[src/rtl/jk_cmd_seq.sv]
// Queued JK flip-flop command sequencer: drives {j,k} for N cycles per command, then checks q_fb.
// Accept-to-drive latency is 2 cycles; cmd_ready drops when the FIFO is full (no pop bypass).
module jk_cmd_seq #(
  parameter int DEPTH = 4,
  parameter int CNT_W = 4
) (
  input  logic                     clk,
  input  logic                     rst,
  input  logic                     cmd_valid,
  output logic                     cmd_ready,
  input  logic [1:0]               cmd_op,
  input  logic [CNT_W-1:0]         cmd_rpt,
  output logic                     j,
  output logic                     k,
  input  logic                     q_fb,
  output logic                     busy,
  output logic                     done,
  output logic                     err,
  input  logic                     err_clr,
  output logic [$clog2(DEPTH):0]   fill
);

  localparam int AW = $clog2(DEPTH);
  localparam int EW = 2 + CNT_W;

  typedef enum logic [1:0] {S_IDLE, S_DRIVE, S_CHECK} state_t;

  state_t           r_state, w_state_nxt;
  logic [EW-1:0]    r_mem [DEPTH];
  logic [AW-1:0]    r_wr_ptr, r_rd_ptr;
  logic [AW:0]      r_fill;
  logic             w_full, w_empty, w_push, w_pop;
  logic [1:0]       w_head_op;
  logic [CNT_W-1:0] w_head_rpt, w_head_n;
  logic [1:0]       r_op;
  logic [CNT_W-1:0] r_cnt;
  logic             r_n_odd, r_first, r_q0, r_err, r_j, r_k;
  logic             w_exp, w_mismatch;

  assign w_full    = (r_fill == (AW+1)'(DEPTH));
  assign w_empty   = (r_fill == '0);
  assign cmd_ready = !w_full;
  assign w_push    = cmd_valid && !w_full;
  assign {w_head_op, w_head_rpt} = r_mem[r_rd_ptr];
  assign w_head_n  = (w_head_rpt == '0) ? CNT_W'(1) : w_head_rpt;

  always_comb begin
    w_state_nxt = r_state;
    w_pop       = 1'b0;
    case (r_state)
      S_IDLE: begin
        if (!w_empty) begin
          w_pop       = 1'b1;
          w_state_nxt = S_DRIVE;
        end
      end
      S_DRIVE: begin
        if (r_cnt == CNT_W'(1)) w_state_nxt = S_CHECK;
      end
      S_CHECK: begin
        // Chain straight into the next command so queued work sees no IDLE gap.
        if (!w_empty) begin
          w_pop       = 1'b1;
          w_state_nxt = S_DRIVE;
        end else begin
          w_state_nxt = S_IDLE;
        end
      end
      default: w_state_nxt = S_IDLE;
    endcase
  end

  always_comb begin
    w_exp = 1'b0;
    case (r_op)
      2'b00: w_exp = r_q0;
      2'b01: w_exp = 1'b0;
      2'b10: w_exp = 1'b1;
      2'b11: w_exp = r_q0 ^ r_n_odd;
      default: w_exp = 1'b0;
    endcase
  end

  assign w_mismatch = (r_state == S_CHECK) && (q_fb != w_exp);

  always_ff @(posedge clk) begin
    if (!rst && w_push) r_mem[r_wr_ptr] <= {cmd_op, cmd_rpt};
  end

  always_ff @(posedge clk) begin
    if (rst) begin
      r_wr_ptr <= '0;
      r_rd_ptr <= '0;
      r_fill   <= '0;
    end else begin
      if (w_push) r_wr_ptr <= r_wr_ptr + AW'(1);
      if (w_pop)  r_rd_ptr <= r_rd_ptr + AW'(1);
      case ({w_push, w_pop})
        2'b10:   r_fill <= r_fill + (AW+1)'(1);
        2'b01:   r_fill <= r_fill - (AW+1)'(1);
        default: r_fill <= r_fill;
      endcase
    end
  end

  always_ff @(posedge clk) begin
    if (rst) begin
      r_state <= S_IDLE;
      r_op    <= 2'b00;
      r_cnt   <= '0;
      r_n_odd <= 1'b0;
      r_first <= 1'b0;
      r_q0    <= 1'b0;
      r_err   <= 1'b0;
      r_j     <= 1'b0;
      r_k     <= 1'b0;
    end else begin
      r_state <= w_state_nxt;
      if (w_pop) begin
        r_op    <= w_head_op;
        r_cnt   <= w_head_n;
        r_n_odd <= w_head_n[0];
        r_first <= 1'b1;
      end else if (r_state == S_DRIVE) begin
        r_cnt   <= r_cnt - CNT_W'(1);
        r_first <= 1'b0;
      end
      // q_fb in the first drive cycle still shows the flop state before this command.
      if (r_state == S_DRIVE && r_first) r_q0 <= q_fb;
      if (w_mismatch)   r_err <= 1'b1;
      else if (err_clr) r_err <= 1'b0;
      {r_j, r_k} <= (w_state_nxt == S_DRIVE) ? (w_pop ? w_head_op : r_op) : 2'b00;
    end
  end

  assign j    = r_j;
  assign k    = r_k;
  assign busy = (r_state != S_IDLE);
  assign done = (r_state == S_CHECK);
  assign err  = r_err;
  assign fill = r_fill;

endmodule

[config.mk]
export PLATFORM = sky130hd
export DESIGN_NAME = jk_cmd_seq
export DESIGN_NICKNAME = d
export VERILOG_FILES = /design/src/rtl/jk_cmd_seq.sv
export SDC_FILE = /design/constraint.sdc
export NUM_CORES = 1
export LEC_CHECK = 0
export CORE_MARGIN = 1.5
export CORE_UTILIZATION = 40
export DETAILED_ROUTE_END_ITERATION = 7
export PLACE_DENSITY = 0.7
export SETUP_SLACK_MARGIN = 0.1
export SLEW_MARGIN = 20
export SYNTH_ARGS = -nofsm -noshare
export SYNTH_HDL_FRONTEND = slang
export SYNTH_SLANG_ARGS = --single-unit
[constraint.sdc]
create_clock -name clk -period 2.84 [get_ports clk]
set_clock_uncertainty 0.05 [all_clocks]
set_input_delay 0.426 -clock clk [delete_from_list [all_inputs] [get_ports clk]]
set_output_delay 0.426 -clock clk [all_outputs]
set_load 0.05 [all_outputs]
### Word level (Yosys, flattened, before mapping)

Memory sizes are Yosys's and may differ from the RTL's. A register that Yosys moved wholly into a read port is not among the register bits.
Cells that the tools add are included.

* flip-flop bits (word level): 21
* bits in writable memories: 24
* memories: 1
* logic and storage cells: 67

Memory list
* r_mem: depth 4, bits a word 6, rd ports 1, clocked after memory_dff 1, wr ports 1, RTL line 29 `logic [EW-1:0] r_mem [DEPTH];`

* equality and inequality tests: 11
* $add $sub $neg: 5
* multiplexer cells: 20
* reductions and logical operators: 16
* bitwise gates (word level): 2

Operator list (number)
* $mux W4: 3
* $mux W2: 5
* $mux W1: 9
* $eq A2 B1 Y1 const B: 4
* $eq A2 B2 Y1 const B: 4
* $reduce_bool A2 Y1: 4
* $pmux W2 S3: 1
* $pmux W3 S2: 1
* $add A2 B1 Y2 const B: 2
* $eq A4 B1 Y1 const B: 1
* $logic_and A1 B1 Y1: 4
* $logic_not A2 Y1: 2
* $logic_not A4 Y1: 1
* $pmux W1 S4: 1
* $reduce_or A2 Y1: 2
* $sub A4 B1 Y4 const B: 1
* $add A3 B1 Y3 const B: 1
* $eq A3 B3 Y1 const B: 1
* $logic_not A3 Y1: 1
* $sub A3 B1 Y3 const B: 1
* $logic_not A1 Y1: 2
* $ne A1 B1 Y1: 1
* $not A1 Y1: 1
* $xor A1 B1 Y1: 1

### Depth between registers and ports, before layout

Gate-level depths: netlist (run 1).

* depth after elaboration: 6
* gate-level depth with buffers: 10
* gate-level depth less buffers: 9

### Worst setup path after synthesis (run 1)

No wires, ideal clock.

* path type: flip-flop to flip-flop
* start: register r_fill[2] (netlist: fill[2])
* end: register r_fill[2] (netlist: fill[2])
* path buffers: 0
* cell stages (with the launch flop): 9
* setup slack: 0.059 ns
* setup time: 0.071 ns
* arrival: 2.661 ns
* clock period less this slack: 2.781 ns
* required time: 2.719 ns
* cell sequence: dfxtp_1 > or3b_2 > nand2_2 > ha_1 > inv_1 > fa_1 > xor2_1 > or3_1 > a21oi_1

* cells in the longest elaborated chain, start to end: 5

Ends and longest elaborated chain
* from (decl): RTL line 31 `logic [AW:0] r_fill;`
* from (signal assigned): RTL line 99 `2'b10: r_fill <= r_fill + (AW+1)'(1);`
* from (signal assigned): RTL line 100 `2'b01: r_fill <= r_fill - (AW+1)'(1);`
* from (signal assigned): RTL line 101 `default: r_fill <= r_fill;`
* $eq A3 B3 Y1 *: RTL line 40 `assign w_full = (r_fill == (AW+1)'(DEPTH));`
* $logic_not A1 Y1 *
* net cmd_ready: RTL line 10 `output logic cmd_ready,`
* $logic_and A1 B1 Y1 *: RTL line 43 `assign w_push = cmd_valid && !w_full;`
* $eq A2 B1 Y1 / $eq A2 B2 Y1 (equally long branches): RTL line 98 `case ({w_push, w_pop})`
* $pmux W3 S2 / $reduce_bool A2 Y1 (equally long branches)

Mark *: on every way through the listed nets, which the timed path passes. The rest lies on a longest branch.
A chain may end at the register's enable or synchronous reset.

### Final worst setup path (run 1)

* start: register r_fill[0] (netlist: fill[0])
* end: output port cmd_ready

* cells in the longest elaborated chain, start to end: 2

Ends and longest elaborated chain
* $eq A3 B3 Y1: RTL line 40
* $logic_not A1 Y1: RTL line 42 `assign cmd_ready = !w_full;`
* to (decl): RTL line 10

Every way passes these cells.

==> impl_metrics.json, run 1 <==
{
  "timing.max_cap.violations": 0,
  "ordered_list_of_cells_on_the_worst_path": "or3b_2 > clkdlybuf4s50_1",
  "worst-endpoint-arrival_ps": 1920,
  "cts.hold.buffers_added": 0,
  "core.rowCount": 25,
  "syn-num-nets": 171,
  "power.ir.vdd_worst_v": 0.000533,
  "power.share.clock_pct": 23.9,
  "hold_path_depth": 2,
  "cts_made_buffers": 5,
  "min_delay_worst_endpoint": "r_n_odd$_SDFFE_PP0N_",
  "first_pass_grt_wire_length_um": 5490,
  "leading_cell_type_in_the_layout_fill_and_taps_excluded": "edfxtp_1",
  "crit_path_top_delay_cell": "clkdlybuf4s50_1",
  "fin_crit_ps": 2400,
  "worst_r2r_endpoint": "fill[2]$_SDFFE_PP0P_",
  "num_antenna_cells": 0,
  "cellPowerDensity_nw_per_um2": 1010,
  "detailed_place_hpwl_um": 2400,
  "finalWirelength_um": 3330,
  "cts_setup_buffers": 0,
  "grt_setup_unrepaired": "false",
  "synth_cell_types": 39,
  "crit_type": "flip-flop to output pin",
  "cts_repair_resized_insts": 0,
  "maxSlewViolCount": 0,
  "power.share.combinational_pct": 35.4,
  "hold_class": "flip-flop to flip-flop",
  "gp_congestion": 0.894,
  "clock_tree.htree_level_count": 2,
  "critPathMaxStageDelay_ps": 730,
  "startpoint_type": "flip-flop",
  "fmax_ghz": 0.417,
  "cts_max_path_buffers": 2,
  "worst_slew_margin_rel_pct": 65.8,
  "worst_max_slew_pin_slew_ps": 511,
  "clkTransAtPathRegs_ps": 90,
  "cts_tree": "yes",
  "core_area_um2": 4720,
  "maximum_number_of_pins_on_one_net_before_global_route_repair": 15,
  "worstPathMaxFanout": 5,
  "grt.overflow.total": 0,
  "drtAntennaViolNets": 0,
  "worstRegToRegCells": 8,
  "netlist_area_pre_place_um2": 1970,
  "timing.critical_path.to_type": "output pin",
  "io_buffers": 19,
  "worst_path_dominant_cell_family": "buffers and inverters",
  "outcome": "complete, no violations",
  "detailed_place.area_um2": 2220,
  "count_of_vias_placed_by_the_detailed_router": 1147,
  "insertion_delay_ps": 300,
  "drt_pre_antenna_iters": 4,
  "power.share.sequential_pct": 40.7,
  "tritoncts_num_sinks": 47,
  "initial_utilization_pct": 41.7,
  "dieArea_um2": 5360,
  "grt_usage_pct": 14.3,
  "cell_internal_pwr_mw": 1.57,
  "hold_viol_final": 0,
  "finalSetupTns_ps": 0,
  "drive_gt1_share_pct": 13.6,
  "yosys_warnings": 0,
  "required_ps": 2360,
  "final_clock_period_utilization_by_the_worst_path_pct": 84.4,
  "report.final.setup_viol": 0,
  "first_global_vias": 1157,
  "boundaryPins": 20,
  "routed_wire_per_std_cell_um": 13.7,
  "cts.root.buffer_cell": "clkbuf_8",
  "cellLeakagePower_nw": 0.831,
  "worstHoldStart": "r_n_odd$_SDFFE_PP0N_",
  "source_of_the_worst_register_to_register_timing_path": "fill[0]$_SDFFE_PP0P_",
  "drt-vias-per-instance": 4.72,
  "layout_common_cells": "edfxtp_1, dfxtp_1, clkdlybuf4s50_1, nor2_1",
  "postSynthRegisterBits": 47,
  "die_width_um": 73.2,
  "synthesis.instances": 152,
  "antenna_violations_before_repair": 0,
  "post_route_drc_violation_count": 0,
  "switching_share_pct": 34.0,
  "drt_initial_violations": 64,
  "avgSynthCellArea_um2": 13.0,
  "sum_of_buffers_and_inverters_on_the_critical_path": 1,
  "design.final.nets": 194,
  "die_y_um": 73.2,
  "layout-area-overhead-vs-synth_pct": 19.5,
  "register_to_register_path_setup_slack_ps": 450,
  "synth_sequential_area_ratio_pct": 59.9,
  "post-route-cell-area_um2": 2360,
  "p_switching_mw": 0.809
}
[cells by family after synthesis]
| kind of cell | share of synthesized area (%) |
|---|---|
| AOI/OAI and AO/OA | 6.28 |
| xor gates and xnor gates | 3.11 |
| adders and majority gates | 5.46 |
| buffers and inverters | 3.55 |
| DFF | 59.9 |
| muxes | 8.88 |
| and+or+nand+nor | 12.8 |
[area by class of cell]
type | count | area (µm²)
fill | 418 | 2370
sequential | 47 | 1180
multi-input combinational | 91 | 721
timing repair buffer | 20 | 198
tap | 67 | 83.8
clock buffer | 6 | 72.6
clock inverter | 2 | 60.1
inverter | 10 | 40.0
[per-stage QoR]
stage	total power, mW	util [%]	std cells	setup WS [ps]	hold WS (ps)
after detailed placement	1.83	47.1	235	484	415
after CTS	2.40	49.9	243	435	426
final	2.38	49.9	243	442	420
after floorplan	1.65	-	152	175	386
after global routing	2.54	49.9	243	301	437
after global placement	1.79	47.1	235	570	404
[worst max path at each step]
stage,startpoint,to,depth (start not counted)
final,fill[0]$_SDFFE_PP0P_,cmd_ready,2
after global routing,fill[0]$_SDFFE_PP0P_,fill[2]$_SDFFE_PP0P_,8
after CTS,fill[0]$_SDFFE_PP0P_,cmd_ready,2
after detailed placement,fill[0]$_SDFFE_PP0P_,fill[2]$_SDFFE_PP0P_,8
after global placement,cmd_valid,fill[2]$_SDFFE_PP0P_,8
after floorplan,fill[0]$_SDFFE_PP0P_,fill[2]$_SDFFE_PP0P_,8
[state kept, by name (all words and copies together), names as in the netlist, named ones only]
register / cells
r_cnt: 4
r_state: 2
r_mem: 24
r_first: 1
r_n_odd: 1
r_q0: 1
r_rd_ptr: 2
fill: 3
r_op: 2
err: 1
k: 1
j: 1
r_wr_ptr: 2
[synthesized netlist by cell type]
cell type | count | area share, %
o2111ai_1 | 1 | 0.44
xor2_1 | 3 | 1.3
or3_1 | 1 | 0.32
o211ai_1 | 2 | 0.76
nand2_1 | 9 | 1.7
a21boi_0 | 2 | 0.76
mux2i_1 | 1 | 0.51
and2_1 | 6 | 1.9
nand2b_1 | 2 | 0.63
nor3_2 | 2 | 1.0
inv_4 | 1 | 0.32
mux4_2 | 6 | 6.9
buf_1 | 1 | 0.19
o21ai_1 | 3 | 0.76
or2_1 | 1 | 0.32
nor2b_1 | 4 | 1.3
nand3b_1 | 1 | 0.38
or2_2 | 1 | 0.32
nor2_1 | 14 | 2.7
mux2_4 | 2 | 1.5
ha_1 | 7 | 4.4
a31oi_1 | 1 | 0.32
xnor2_1 | 4 | 1.8
nand3_1 | 1 | 0.25
inv_1 | 9 | 1.7
o21ai_0 | 1 | 0.25
edfxtp_1 | 24 | 37
nor3b_1 | 1 | 0.38
buf_6 | 2 | 1.1
a21oi_1 | 7 | 1.8
or3b_2 | 1 | 0.44
dfxtp_1 | 23 | 23
nand2_2 | 1 | 0.32
clkbuf_1 | 1 | 0.19
nor3_1 | 1 | 0.25
o311ai_0 | 1 | 0.44
nor4_2 | 1 | 0.63
fa_1 | 1 | 1.0
a211oi_1 | 2 | 0.76
[worst register-to-register path: stages (launching register included)]
cell,delay [ps]
dfxtp_1,370
or3b_2,530
nand2_2,130
ha_1,200
inv_1,60
fa_1,370
xor2_1,160
or3_1,300
a21oi_1,150
[power groups by stage]
stage	Clock, mW	Sequential [mW]	Combinational [mW]
after floorplan	0	1.02	0.628
after global placement	0	0.975	0.814
after CTS	0.578	0.973	0.846
final	0.569	0.969	0.843
after global routing	0.612	0.993	0.939
after detailed placement	0	0.988	0.841
[metal layers]
layer | vias to the layer above | part of all wire [%] | GRT usage [%]
li1 | 577 | - | -
met1 | 552 | 44 | 17.4
met2 | 16 | 52 | 23.2
met3 | 2 | 3.3 | 4.28
met4 | 0 | 0.84 | 6.71
met5 | - | 0 | 0
Note: power is estimated with default switching activity, not from simulation.
==> run 2, diff against run 1 <==
- PLACE_DENSITY: 0.7 -> 0.72
- clock period: 2.84 -> 2 ns (I/O delays scaled with it)
==> run 2 against run 1 <==
Against the previous run:
- critical path type is now flip-flop to flip-flop
- hold slack worse by 4.6 ps
- highest routed layer unchanged
- cell area increased by 1.3%
- first-iteration DRC count shrank 19%
- global-route usage grew 0.067 points
- sequential share of layout area shrank 0.34 points
- the run now ends with negative setup slack left
- clock-buffer cell count down 1
==> impl_metrics.json, run 2 (synthesized netlist as in run 1, its figures left out) <==
{
  "count_of_vias_placed_by_the_detailed_router": 1210,
  "routed.top_layer": "met4",
  "fin_crit_ps": 2050,
  "register_to_register_path_setup_slack_ps": -50,
  "cellLeakagePower_nw": 0.853,
  "drt-met1-wl_um": 1410,
  "maximum_number_of_pins_on_one_net_before_global_route_repair": 18,
  "worst_max_slew_pin_slew_ps": 528,
  "fin_util_pct": 50.6,
  "largest_register_ff_count": 24,
  "maxSlewViolCount": 0,
  "worst_slew_margin_rel_pct": 64.7,
  "cts.root.buffer_cell": "clkbuf_8",
  "hold_viol_final": 0,
  "num_antenna_cells": 0,
  "cts.hold.buffers_added": 0,
  "die_y_um": 73.2,
  "io_buffers": 19,
  "core_area_um2": 4720,
  "required_ps": 2180,
  "cellPowerDensity_nw_per_um2": 1380,
  "worst-endpoint-arrival_ps": 2240,
  "setup.worst_path.start": "fill[2]$_SDFFE_PP0P_",
  "dieArea_um2": 5360,
  "first_pass_grt_wire_length_um": 5660,
  "sum_of_buffers_and_inverters_on_the_critical_path": 1,
  "die_width_um": 73.2,
  "ordered_list_of_cells_on_the_worst_path": "or3b_4 > nand2_4 > ha_4 > inv_2 > fa_2 > xor2_1 > or3_1 > a21oi_1",
  "source_of_the_worst_register_to_register_timing_path": "fill[2]$_SDFFE_PP0P_",
  "finalWirelength_um": 3420,
  "timing.critical_path.to_type": "flip-flop",
  "met2_length_um": 1830,
  "clock_tree.htree_level_count": 2,
  "drt-vias-per-instance": 4.86,
  "outcome": "complete, but fails checks",
  "cts_max_path_buffers": 2,
  "detailroute.wirelength.met3_um": 118,
  "path_depth": 8,
  "first_global_vias": 1249,
  "drt_pre_antenna_iters": 4,
  "hold_class": "flip-flop to flip-flop",
  "boundaryPins": 20,
  "crit_path_top_delay_cell": "or3b_4",
  "largest-register": "r_mem",
  "worstHoldStart": "r_first$_SDFFE_PP0P_",
  "antenna_violations_before_repair": 0,
  "clkTransAtPathRegs_ps": 90,
  "initial_utilization_pct": 41.7,
  "grt_setup_unrepaired": "true",
  "post_route_drc_violation_count": 0,
  "startpoint_type": "flip-flop",
  "critPathMaxStageDelay_ps": 400,
  "crit_type": "flip-flop to flip-flop",
  "design.final.nets": 200,
  "worstPathMaxFanout": 5,
  "cts_tree": "yes",
  "cts_made_buffers": 5,
  "grt.overflow.total": 0,
  "leading_cell_type_in_the_layout_fill_and_taps_excluded": "edfxtp_1",
  "core.rowCount": 25,
  "final_clock_period_utilization_by_the_worst_path_pct": 103,
  "gp_congestion": 0.786,
  "grt_usage_pct": 14.4,
  "timing.max_cap.violations": 0,
  "worstRegToRegCells": 8,
  "report.final.setup_viol": 1,
  "tritoncts_num_sinks": 47,
  "drtAntennaViolNets": 0,
  "finalWorstSetupSlack_ps": -52.1,
  "drt_initial_violations": 52,
  "layout-area-overhead-vs-synth_pct": 21.1,
  "insertion_delay_ps": 300,
  "layout_common_cells": "edfxtp_1, dfxtp_1, clkdlybuf4s50_1, nor2_1",
  "power.ir.vdd_worst_v": 0.000532,
  "fmax_ghz": 0.487,
  "violations": "negative setup slack",
  "worst_r2r_endpoint": "fill[2]$_SDFFE_PP0P_",
  "dpl_worst_slack_ps": -78.3,
  "worst_path_dominant_cell_family": "simple AND/OR/NAND/NOR gates",
  "drive_gt1_share_pct": 20.9,
  "critPathCapture": "fill[2]$_SDFFE_PP0P_",
  "routed_wire_per_std_cell_um": 13.7,
  "hold_path_depth": 2,
  "detailed_place_hpwl_um": 2610
}
-- run 2: power by group --
group / total (mW) / switching, mW / internal, mW
Sequential: 1.37 / 0.163 / 1.21
Combinational: 1.34 / 0.708 / 0.630
Clock: 0.596 / 0.338 / 0.257
Total: 3.30 / 1.21 / 2.10
-- run 2: how the worst min path moves through the flow --
| stage | endpoint |
|---|---|
| floorplan | r_mem[0][0]$_DFFE_PP_ |
| CTS | r_first$_SDFFE_PP0P_ |
| global route | r_first$_SDFFE_PP0P_ |
| global placement | r_n_odd$_SDFFE_PP0N_ |
| detailed placement | r_first$_SDFFE_PP0P_ |
| finish | r_first$_SDFFE_PP0P_ |
-- run 2: worst register-to-register path: cells and delay by family (launching register included) --
kind / cells / cell delay, ps
simple gates: 3 / 800
fa+ha+maj: 2 / 450
flops: 1 / 380
xor+xnor: 1 / 150
compound gates: 1 / 120
buf+inv: 1 / 40
-- run 2: final cells by class --
class	count	area, µm²
inverters	10	40.0
flip-flops and latches	47	1190
clock inverters	3	26.3
clock buffers	5	68.8
fillers	411	2330
repair buffers	26	236
well taps	67	83.8
multi-input cells	91	743
-- run 2: timing repair --
item | in CTS | in global routing
setup endpoints to repair | 2 | 2
endpoints found under the hold margin | 0 | 0
resized for setup | 1 | 0
buffers inserted | 1 | 0
-- run 2: per-stage QoR --
step                power (mW)  std cells  hold slack (ps)  setup TNS (ps)  cell area, µm²
detailed placement        2.74        240              407           -78.3            2290
floorplan                 2.39        152              349            -304            2000
global route              3.52        249              443            -135            2390
finish                    3.30        249              415           -52.1            2390
CTS                       3.33        249              419           -46.2            2390
global placement          2.66        240              402           -9.38            2290
-- run 2: layer usage --
metal,GRT usage [%],vias up
met5,0,-
met4,6.29,0
met1,15.6,584
met3,4.56,8
li1,-,594
met2,25.5,24
